[config.mk]
export PLATFORM = sky130hd
export DESIGN_NAME = noc_input_port
export DESIGN_NICKNAME = d
export VERILOG_FILES = /design/src/rtl/noc_pkg.sv /design/src/rtl/noc_fifo.sv /design/src/rtl/noc_input_port.sv
export SDC_FILE = /design/constraint.sdc
export NUM_CORES = 1
export LEC_CHECK = 0
export CORE_MARGIN = 2
export CORE_UTILIZATION = 44
export DETAILED_ROUTE_END_ITERATION = 8
export HOLD_SLACK_MARGIN = 0.02
export PLACE_DENSITY = 0.7
export SLEW_MARGIN = 15
export SYNTH_ARGS = -nofsm -noshare
export SYNTH_HDL_FRONTEND = slang
export SYNTH_SLANG_ARGS = --single-unit
[constraint.sdc]
create_clock -name clk -period 5 [get_ports clk]
set_input_delay 0.5 -clock clk [delete_from_list [all_inputs] [get_ports clk]]
set_output_delay 0.5 -clock clk [all_outputs]
set_load 0.005 [all_outputs]
[src/rtl/noc_pkg.sv]
// Shared types and helpers for the NoC input port.
// Flit layout, port encoding and XY routing.
package noc_pkg;

    localparam int FLIT_W  = 16;
    localparam int TYPE_HI = 15;
    localparam int TYPE_LO = 14;
    localparam int DX_HI   = 7;
    localparam int DX_LO   = 4;
    localparam int DY_HI   = 3;
    localparam int DY_LO   = 0;

    typedef enum logic [1:0] {
        FLIT_BODY   = 2'b00,
        FLIT_HEAD   = 2'b01,
        FLIT_TAIL   = 2'b10,
        FLIT_SINGLE = 2'b11
    } flit_type_e;

    typedef enum logic [2:0] {
        PORT_LOCAL = 3'd0,
        PORT_NORTH = 3'd1,
        PORT_SOUTH = 3'd2,
        PORT_EAST  = 3'd3,
        PORT_WEST  = 3'd4
    } port_e;

    // Dimension-ordered routing: resolve X first, then Y.
    function automatic port_e xy_route(
        input logic [3:0] dst_x,
        input logic [3:0] dst_y,
        input logic [3:0] loc_x,
        input logic [3:0] loc_y
    );
        port_e p;
        if (dst_x > loc_x)      p = PORT_EAST;
        else if (dst_x < loc_x) p = PORT_WEST;
        else if (dst_y > loc_y) p = PORT_NORTH;
        else if (dst_y < loc_y) p = PORT_SOUTH;
        else                    p = PORT_LOCAL;
        return p;
    endfunction

endpackage

[src/rtl/noc_fifo.sv]
// Circular flit buffer with occupancy counter.
// Full/empty come from the count; pointers wrap naturally.
module noc_fifo #(
    parameter int DEPTH = 4,
    parameter int WIDTH = 16
) (
    input  logic                       clk,
    input  logic                       rst,
    input  logic                       push_i,
    input  logic                       pop_i,
    input  logic [WIDTH-1:0]           wdata_i,
    output logic [WIDTH-1:0]           rdata_o,
    output logic [$clog2(DEPTH+1)-1:0] count_o,
    output logic                       full_o,
    output logic                       empty_o
);

    localparam int AW = $clog2(DEPTH);
    localparam int CW = $clog2(DEPTH+1);

    logic [WIDTH-1:0] mem_q [DEPTH];
    logic [AW-1:0]    wr_ptr_q, wr_ptr_d;
    logic [AW-1:0]    rd_ptr_q, rd_ptr_d;
    logic [CW-1:0]    count_q, count_d;
    logic             push_ok, pop_ok;

    assign full_o  = (count_q == CW'(DEPTH));
    assign empty_o = (count_q == '0);
    assign count_o = count_q;
    assign push_ok = push_i && !full_o;
    assign pop_ok  = pop_i && !empty_o;

    // Empty buffer presents zero rather than stale storage.
    assign rdata_o = empty_o ? '0 : mem_q[rd_ptr_q];

    // Next pointer and occupancy values.
    always_comb begin
        wr_ptr_d = wr_ptr_q;
        rd_ptr_d = rd_ptr_q;
        count_d  = count_q;
        if (push_ok) wr_ptr_d = wr_ptr_q + AW'(1);
        if (pop_ok)  rd_ptr_d = rd_ptr_q + AW'(1);
        count_d = count_q + CW'(push_ok) - CW'(pop_ok);
    end

    // Pointer and count state.
    always_ff @(posedge clk or posedge rst) begin
        if (rst) begin
            wr_ptr_q <= '0;
            rd_ptr_q <= '0;
            count_q  <= '0;
        end else begin
            wr_ptr_q <= wr_ptr_d;
            rd_ptr_q <= rd_ptr_d;
            count_q  <= count_d;
        end
    end

    // Storage write; contents are qualified by count so need no reset.
    always_ff @(posedge clk) begin
        if (push_ok) mem_q[wr_ptr_q] <= wdata_i;
    end

endmodule

[src/rtl/noc_input_port.sv]
// Credit-based NoC input port: flit buffer, packet framing
// tracker, XY route selection and credit return.
module noc_input_port
    import noc_pkg::*;
#(
    parameter int         DEPTH   = 4,
    parameter logic [3:0] LOCAL_X = 4'd0,
    parameter logic [3:0] LOCAL_Y = 4'd0
) (
    input  logic                       clk,
    input  logic                       rst,
    input  logic                       enable,
    input  logic [FLIT_W-1:0]          data,
    output logic                       credit,
    output logic                       out_valid,
    output logic [FLIT_W-1:0]          out_data,
    output logic [2:0]                 out_port,
    input  logic                       out_ready,
    output logic [$clog2(DEPTH+1)-1:0] count,
    output logic                       overflow,
    output logic                       frame_err
);

    typedef enum logic {
        ST_IDLE = 1'b0,
        ST_PKT  = 1'b1
    } state_e;

    state_e     state_q;
    port_e      route_q;
    logic       credit_q;
    logic       overflow_q;
    logic       frame_err_q;
    logic       full, empty, pop;
    flit_type_e hd_type;
    port_e      hd_route;
    port_e      port_sel;
    logic       hd_is_start;

    noc_fifo #(
        .DEPTH (DEPTH),
        .WIDTH (FLIT_W)
    ) u_fifo (
        .clk     (clk),
        .rst     (rst),
        .push_i  (enable),
        .pop_i   (pop),
        .wdata_i (data),
        .rdata_o (out_data),
        .count_o (count),
        .full_o  (full),
        .empty_o (empty)
    );

    assign out_valid   = !empty;
    assign pop         = out_valid && out_ready;
    assign hd_type     = flit_type_e'(out_data[TYPE_HI:TYPE_LO]);
    assign hd_is_start = (hd_type == FLIT_HEAD) || (hd_type == FLIT_SINGLE);
    assign hd_route    = xy_route(out_data[DX_HI:DX_LO],
                                  out_data[DY_HI:DY_LO],
                                  LOCAL_X, LOCAL_Y);

    // Inside a packet the latched route holds; between packets
    // a packet-start flit routes itself, anything else goes local.
    always_comb begin
        port_sel = PORT_LOCAL;
        if (state_q == ST_PKT) port_sel = route_q;
        else if (hd_is_start)  port_sel = hd_route;
    end

    assign out_port  = port_sel;
    assign credit    = credit_q;
    assign overflow  = overflow_q;
    assign frame_err = frame_err_q;

    // Framing FSM with route latch, credit return and sticky flags.
    always_ff @(posedge clk or posedge rst) begin
        if (rst) begin
            state_q     <= ST_IDLE;
            route_q     <= PORT_LOCAL;
            credit_q    <= 1'b0;
            overflow_q  <= 1'b0;
            frame_err_q <= 1'b0;
        end else begin
            credit_q <= pop;
            if (enable && full) overflow_q <= 1'b1;
            if (pop) begin
                unique case (hd_type)
                    FLIT_HEAD: begin
                        if (state_q == ST_PKT) frame_err_q <= 1'b1;
                        state_q <= ST_PKT;
                        route_q <= hd_route;
                    end
                    FLIT_SINGLE: begin
                        if (state_q == ST_PKT) frame_err_q <= 1'b1;
                        state_q <= ST_IDLE;
                    end
                    FLIT_BODY: begin
                        if (state_q == ST_IDLE) frame_err_q <= 1'b1;
                    end
                    FLIT_TAIL: begin
                        if (state_q == ST_IDLE) frame_err_q <= 1'b1;
                        state_q <= ST_IDLE;
                    end
                    default: ;
                endcase
            end
        end
    end

endmodule

Word-level counts from Yosys, hierarchy flattened:

Memory sizes are Yosys's and may differ from the RTL's.
Cells that the tools add are included.

* flip-flop bits (word level): 14
* latch bits: 0
* memory bits (writable): 64
* bits in read-only memories: 0
* bits of input ports: 20
* output and inout port bits: 26
* word-level logic and storage cells: 52
* memories kept: 1

Memory list
* u_fifo.mem_q: depth 4, bits a word 16, read ports 1, clocked after Yosys merged registers in 0, wr ports 1, line noc_fifo.sv:21 `logic [WIDTH-1:0] mem_q [DEPTH];`

* $add $sub $neg: 4
* multiply operators: 0
* divide/modulo/power cells: 0
* magnitude comparators: 4
* equality and inequality tests: 6
* shift operators: 0
* multiplexer cells: 13
* bitwise gates (word level): 0
* reduce and logical (&&, ||, !) cells: 16

Operators with widths (count)
* two-way mux 16 bit: 1
* two-way mux 3 bit: 4
* > comparator 4 x 1 -> 1 bit (second input constant): 2
* < comparator 4 x 1 -> 1 bit (second input constant): 2
* OR reduction 2 bit: 3
* adder 2 x 1 -> 2 bit (second input constant): 2
* equality test 2 bit (second input constant): 2
* logical AND 1 bit: 4
* two-way mux 1 bit: 4
* two-way mux 2 bit: 2
* case mux 1 bit (2 select lines): 2
* AND reduction 2 bit: 2
* adder 3 x 1 -> 3 bit: 1
* equality test 3 bit (second input constant): 1
* logical NOT 3 bit: 1
* AND reduction 3 bit: 1
* subtractor 3 x 1 -> 3 bit: 1
* equality test 2 x 1 -> 1 bit (second input constant): 1
* logical NOT 1 bit: 2
* logical NOT 2 bit: 1
* inequality test 2 x 1 -> 1 bit (second input constant): 1
* inequality test 2 bit (second input constant): 1
* nonzero test 2 bit: 1
* logical OR 1 bit: 1

Longest topological paths before layout:

* word-level depth: 9
* depth in mapped cells: 10
* mapped depth without buffers: 9

By module:

Synthesis repeated with hierarchy kept, for this count alone.

* cells, all modules: 166
* area, all modules: 3253.1 um^2

Modules (own cells, without submodules)
* noc_fifo: times used 1, cells an instance 138, area an instance 2949.1 um^2, seq. area each 2097.0 um^2
* noc_input_port: times used 1, cells an instance 28, area an instance 304.0 um^2, seq. area each 150.1 um^2

Worst setup path after synthesis:

OpenSTA, ideal clock, no wires.

* kind: reg2reg
* from: reg u_fifo.count_q[2] (netlist: u_fifo.count_o[2])
* to: reg u_fifo.count_q[2] (netlist: u_fifo.count_o[2])
* library setup time: 125 ps
* arrival time: 2226 ps
* data required time: 4875 ps
* path slack: 2649 ps
* stages on the path, launching flop included: 11
* path buffers: 1
* clock period less this slack: 2351 ps
* cell sequence: dfrtp_1 > nor3_1 > inv_1 > and2_1 > clkbuf_1 > ha_1 > inv_1 > ha_1 > fa_1 > xor2_1 > xnor2_1

* cells in the longest elaborated chain, start to end: 5
* elaborated cells on any way between the ends: 9
* classes of those cells: add/sub: 2; eq/ne: 1; reduce/logical: 6

Ends and longest elaborated chain
* from (decl): line noc_fifo.sv:24 `logic [CW-1:0] count_q, count_d;`
* from (signal assigned): line noc_fifo.sv:55 `count_q <= count_d;`
* logical NOT 3 bit: line noc_fifo.sv:28 `assign empty_o = (count_q == '0);`
* logical NOT 1 bit: line noc_input_port.sv:55 `assign out_valid = !empty;`
* logical AND 1 bit: line noc_input_port.sv:56 `assign pop = out_valid && out_ready;`
* named net pop: line noc_input_port.sv:34 `logic full, empty, pop;`
* logical AND 1 bit: line noc_fifo.sv:31 `assign pop_ok = pop_i && !empty_o;`
* subtractor 3 x 1 -> 3 bit: line noc_fifo.sv:43 `count_d = count_q + CW'(push_ok) - CW'(pop_ok);`
* named net u_fifo.count_d[2]: line noc_fifo.sv:24

The timed path passes the listed nets, and every way through them passes these cells.
A chain may end at the register's enable or synchronous reset.

Worst setup path after layout:

* from: reg u_fifo.rd_ptr_q[0]
* to: out out_port[1]

* cells in the longest elaborated chain, start to end: 9
* elaborated cells on any way between the ends: 15
* classes of those cells: order compare: 4; eq/ne: 2; mux: 7; reduce/logical: 1; memory: 1

Ends and longest elaborated chain
* from (decl): line noc_fifo.sv:23 `logic [AW-1:0] rd_ptr_q, rd_ptr_d;`
* from (signal assigned): line noc_fifo.sv:54 `rd_ptr_q <= rd_ptr_d;`
* memory read (4 x 16 bit) *
* two-way mux 16 bit *: line noc_fifo.sv:34 `assign rdata_o = empty_o ? '0 : mem_q[rd_ptr_q];`
* < comparator 4 x 1 -> 1 bit: line noc_pkg.sv:39 `else if (dst_y < loc_y) p = PORT_SOUTH;`
* two-way mux 2 bit: line noc_pkg.sv:39
* two-way mux 2 bit: line noc_pkg.sv:38 `else if (dst_y > loc_y) p = PORT_NORTH;`
* two-way mux 3 bit: line noc_pkg.sv:37 `else if (dst_x < loc_x) p = PORT_WEST;`
* two-way mux 3 bit: line noc_pkg.sv:36 `if (dst_x > loc_x) p = PORT_EAST;`
* two-way mux 3 bit *: line noc_input_port.sv:68 `else if (hd_is_start) port_sel = hd_route;`
* two-way mux 3 bit *: line noc_input_port.sv:67 `if (state_q == ST_PKT) port_sel = route_q;`
* to (decl): line noc_input_port.sv:17 `output logic [2:0] out_port,`

Mark *: on every way between the ends. The rest lies on a longest branch, timed or not.

==> impl_metrics.ini <==
[cells_and_area]
final_cell_area_um2 = 3850
commonest_cells_after_routing_fill_and_taps_aside = sky130_fd_sc_hd__edfxtp_1, sky130_fd_sc_hd__clkdlybuf4s50_1, sky130_fd_sc_hd__and2_1, sky130_fd_sc_hd__dfrtp_1, sky130_fd_sc_hd__mux4_2
final_nets = 241
multi_input_area_um2 = 801
commonest_non_fill_non_tap_cell_in_the_layout = sky130_fd_sc_hd__edfxtp_1
number_of_antenna_repair_diodes = 0
layout.filler_cells = 555
final-seq-area_um2 = 2250
post-route-util_pct = 56.3
non_filler_instance_count_after_layout = 315
drive_gt1_share_pct = 14.2
areaGrowthSynthToFinish_pct = 23.2

[worst_setup_path]
worst-endpoint-arrival_ns = 3.06
cp.buffers_inverters = 2
worst_r2r_startpoint = u_fifo.count_o[2]$_DFF_PP0_
startpoint_type = flip-flop
crit_required_ns = 4.50
path_delay_family = buffers and inverters
timing.critical_path.slowest_stage_cell = sky130_fd_sc_hd__dfrtp_1
rrSetupSlack_ns = 2.31
endpoint_kind = primary output
worstPathCellList = buf_4 -> mux4_2 -> or4_1 -> and2_4 -> a22o_1 -> clkdlybuf4s50_1
cpPeakStageDelay_ns = 0.60
regToRegEndpoint = u_fifo.count_o[2]$_DFF_PP0_
reg2reg_depth = 9
worstPathMaxFanout = 11
criticalPathCategory = flip-flop to primary output

[grt]
grt_remaining_overflow = 0
grt_antenna_before_repair = 0
grt_usage_pct = 15.1
pin_count_of_the_biggest_net_entering_global_routing = 20
vias_in_the_first_global_route = 1654
global_route_wire_length_before_repair_mm = 8.35

[synth]
netlist.area_leader.share_pct = 61.6
syn-mean-instance-area_um2 = 18.9
synth_area_leader_cell = sky130_fd_sc_hd__edfxtp_1
synthesis.area_um2 = 3120
synthesis.yosys.warnings = 0
synth-seq-cells = 77
syn_nets = 192
synth_cell_type_count = 31
sequential_cell_area_fraction_in_the_yosys_report_pct = 72.0
netlist_top_cells_area = sky130_fd_sc_hd__edfxtp_1, sky130_fd_sc_hd__dfrtp_1, sky130_fd_sc_hd__mux4_2
synth_cells = 165

[sta]
slew_violations = 0
relSlewSlack_pct = 42.7
timing.final.crit_share_pct = 71.2
timing.fmax_mhz = 281
setup_tns_ns = 0
setup_repair_after_global_routing_missed_its_margin = false
timing_hold_violations_final = 0
setup_viol = 0
actual_slew_at_the_worst_max_slew_pin_ns = 0.860
post-route-worst-setup-slack_ns = 1.44
fin_worst_skew_ns = 0.00927
timing.final.crit_period_ns = 3.56

[clock_tree]
cts_root_buffer = sky130_fd_sc_hd__clkbuf_8
cts.htree.levels = 3
clk_latency_ns = 0.35
numCtsBuffers = 9
postCtsHoldBufs = 0
clk_slew_on_worst_s_h_paths_ns = 0.07
cts-root-to-sink-buffers = 2
ctsResizeCount = 0
cts_post_setup_buffers_inserted = 0
clkSinkCount = 77
tritoncts_clock_tree = yes

[routing]
postRouteWirelength_mm = 5.28
wl_per_cell_um = 16.7
viasPerCell = 4.94
detailedRoute.firstPassIterationCount = 4
drc_errors = 0
drt_first_iter_violations = 126
antenna_left = 0
dr_total_vias = 1555

[run_status]
outcome = completed

[worst_hold_path]
worst_hold_path.endpoint = frame_err$_DFFE_PP0P_
timing.hold.worst.class = flip-flop to flip-flop
hold_depth = 1
min_from = frame_err$_DFFE_PP0P_

[placed_design]
dp_worst_setup_slack_ns = 1.74
post-place-cells = 299
port-buffer-count = 44
place_congestion = 0.748
dp.final_hpwl_mm = 3.44
placed_area_um2 = 3650

[power]
clkPwrFrac_pct = 20.2
p_sw_w = 0.000646
vdd.ir_drop.worst_mv = 0.266
p_int_w = 0.00161
cellLeakagePower_nw = 1.35
power.sequential.fraction_pct = 42.4
p_sw_share_pct = 28.6
power_frac_comb_pct = 37.4
power_per_unit_of_standard_cell_area_nw_per_um2 = 587

[floorplan]
floorplan.core_area_um2 = 6830
die_y_um = 88.2
ports = 46
placement_rows = 30
initial_utilization_pct = 45.7
die_width_um = 88.2
die_area_um2 = 7780

[flow_run]
max_cap_violations = 0
[worst register-to-register path, cell delays in order, from the launching register on]
cell,delay [ns]
sky130_fd_sc_hd__dfrtp_1,0.44
sky130_fd_sc_hd__nor3_1,0.26
sky130_fd_sc_hd__inv_1,0.30
sky130_fd_sc_hd__and2_1,0.37
sky130_fd_sc_hd__ha_1,0.31
sky130_fd_sc_hd__inv_1,0.04
sky130_fd_sc_hd__ha_1,0.18
sky130_fd_sc_hd__fa_1,0.38
sky130_fd_sc_hd__xor2_1,0.18
sky130_fd_sc_hd__xnor2_1,0.13
[cell usage after synthesis]
| cell | number |
|---|---|
| sky130_fd_sc_hd__and4bb_2 | 1 |
| sky130_fd_sc_hd__a21o_1 | 1 |
| sky130_fd_sc_hd__a31o_2 | 1 |
| sky130_fd_sc_hd__buf_2 | 2 |
| sky130_fd_sc_hd__a21boi_1 | 1 |
| sky130_fd_sc_hd__mux2_4 | 1 |
| sky130_fd_sc_hd__dfrtp_1 | 13 |
| sky130_fd_sc_hd__a21oi_1 | 2 |
| sky130_fd_sc_hd__and2_4 | 1 |
| sky130_fd_sc_hd__inv_1 | 9 |
| sky130_fd_sc_hd__xnor2_1 | 3 |
| sky130_fd_sc_hd__o21ai_0 | 1 |
| sky130_fd_sc_hd__and2_1 | 20 |
| sky130_fd_sc_hd__nand2b_1 | 1 |
| sky130_fd_sc_hd__o22a_1 | 1 |
| sky130_fd_sc_hd__mux4_2 | 12 |
| sky130_fd_sc_hd__buf_4 | 1 |
| sky130_fd_sc_hd__or4_1 | 1 |
| sky130_fd_sc_hd__a22o_1 | 2 |
| sky130_fd_sc_hd__nor2_1 | 2 |
| sky130_fd_sc_hd__fa_1 | 1 |
| sky130_fd_sc_hd__nor3_1 | 1 |
| sky130_fd_sc_hd__edfxtp_1 | 64 |
| sky130_fd_sc_hd__clkbuf_1 | 3 |
| sky130_fd_sc_hd__conb_1 | 1 |
| sky130_fd_sc_hd__nand2_1 | 4 |
| sky130_fd_sc_hd__buf_6 | 1 |
| sky130_fd_sc_hd__ha_1 | 6 |
| sky130_fd_sc_hd__xor2_1 | 3 |
| sky130_fd_sc_hd__nor4_1 | 1 |
| sky130_fd_sc_hd__mux4_1 | 4 |
[worst max path at each step]
| stage | from | cells past startpoint | to | slack, ns |
|---|---|---|---|---|
| CTS | u_fifo.rd_ptr_q[0]$_DFFE_PP0P_ | 6 | out_port[1] | 1.38 |
| global route | u_fifo.rd_ptr_q[0]$_DFFE_PP0P_ | 6 | out_port[1] | 1.21 |
| floorplan | u_fifo.count_o[2]$_DFF_PP0_ | 10 | u_fifo.count_o[2]$_DFF_PP0_ | 2.65 |
| detailed placement | u_fifo.rd_ptr_q[0]$_DFFE_PP0P_ | 6 | out_port[1] | 1.74 |
| global placement | u_fifo.rd_ptr_q[0]$_DFFE_PP0P_ | 6 | out_port[1] | 1.77 |
| finish | u_fifo.rd_ptr_q[0]$_DFFE_PP0P_ | 6 | out_port[1] | 1.44 |
[area by class of cell]
| cell class | instances | share of cell area (%) |
|---|---|---|
| sequential | 77 | 58.4 |
| multi-input combinational | 72 | 20.8 |
| timing repair buffer | 45 | 11.6 |
| clock buffer | 13 | 4.72 |
| tap | 96 | 3.12 |
| inverter | 9 | 0.878 |
| clock inverter | 3 | 0.423 |
[per-stage QoR]
| step | hold WS (ns) | power (W) |
|---|---|---|
| 2_1_floorplan | 0.377 | 0.00143 |
| 3_3_place_gp | 0.441 | 0.00182 |
| 3_5_place_dp | 0.448 | 0.00183 |
| 4_1_cts | 0.466 | 0.00229 |
| 5_1_grt | 0.492 | 0.00240 |
| 6_report | 0.462 | 0.00226 |
[power groups by stage]
stage	logic (W)	registers, W	clock network, W
after global placement	0.000853	0.000967	0
after CTS	0.000863	0.000960	0.000462
final	0.000844	0.000956	0.000457
after floorplan	0.000514	0.000913	0
after detailed placement	0.000860	0.000974	0
after global routing	0.000934	0.000976	0.000494
[logic make-up (layout without fill, tap and decap cells)]
group / count (synthesis) / after routing / synth area share, %
flip-flops: 77 / 77 / 72.0
AND/OR/NAND/NOR: 32 / 32 / 6.21
multiplexers: 17 / 17 / 12.5
AO/OA/AOI/OAI: 9 / 9 / 2.08
other: 1 / 1 / 0.120
XOR/XNOR: 6 / 6 / 1.68
adder cells (fa/ha/maj): 7 / 7 / 3.05
buffers and inverters: 16 / 70 / 2.36
[flip-flops by register name (all words and copies together), names as in the netlist]
| register | count |
|---|---|
| credit | 1 |
| overflow | 1 |
| u_fifo.count_o | 3 |
| state_q | 1 |
| u_fifo.mem_q | 64 |
| u_fifo.rd_ptr_q | 2 |
| u_fifo.wr_ptr_q | 2 |
| frame_err | 1 |
| route_q | 2 |
[metal layers]
metal	GRT usage (%)	share of wire (%)	wire length, um	vias up
li1	-	-	-	726
met1	19.1	44	2300	775
met2	23.9	50	2650	43
met3	4.57	4.1	215	11
met4	7.30	2.0	108	0
met5	0	0	0	-
No activity file was read; power rests on OpenSTA's default activity.
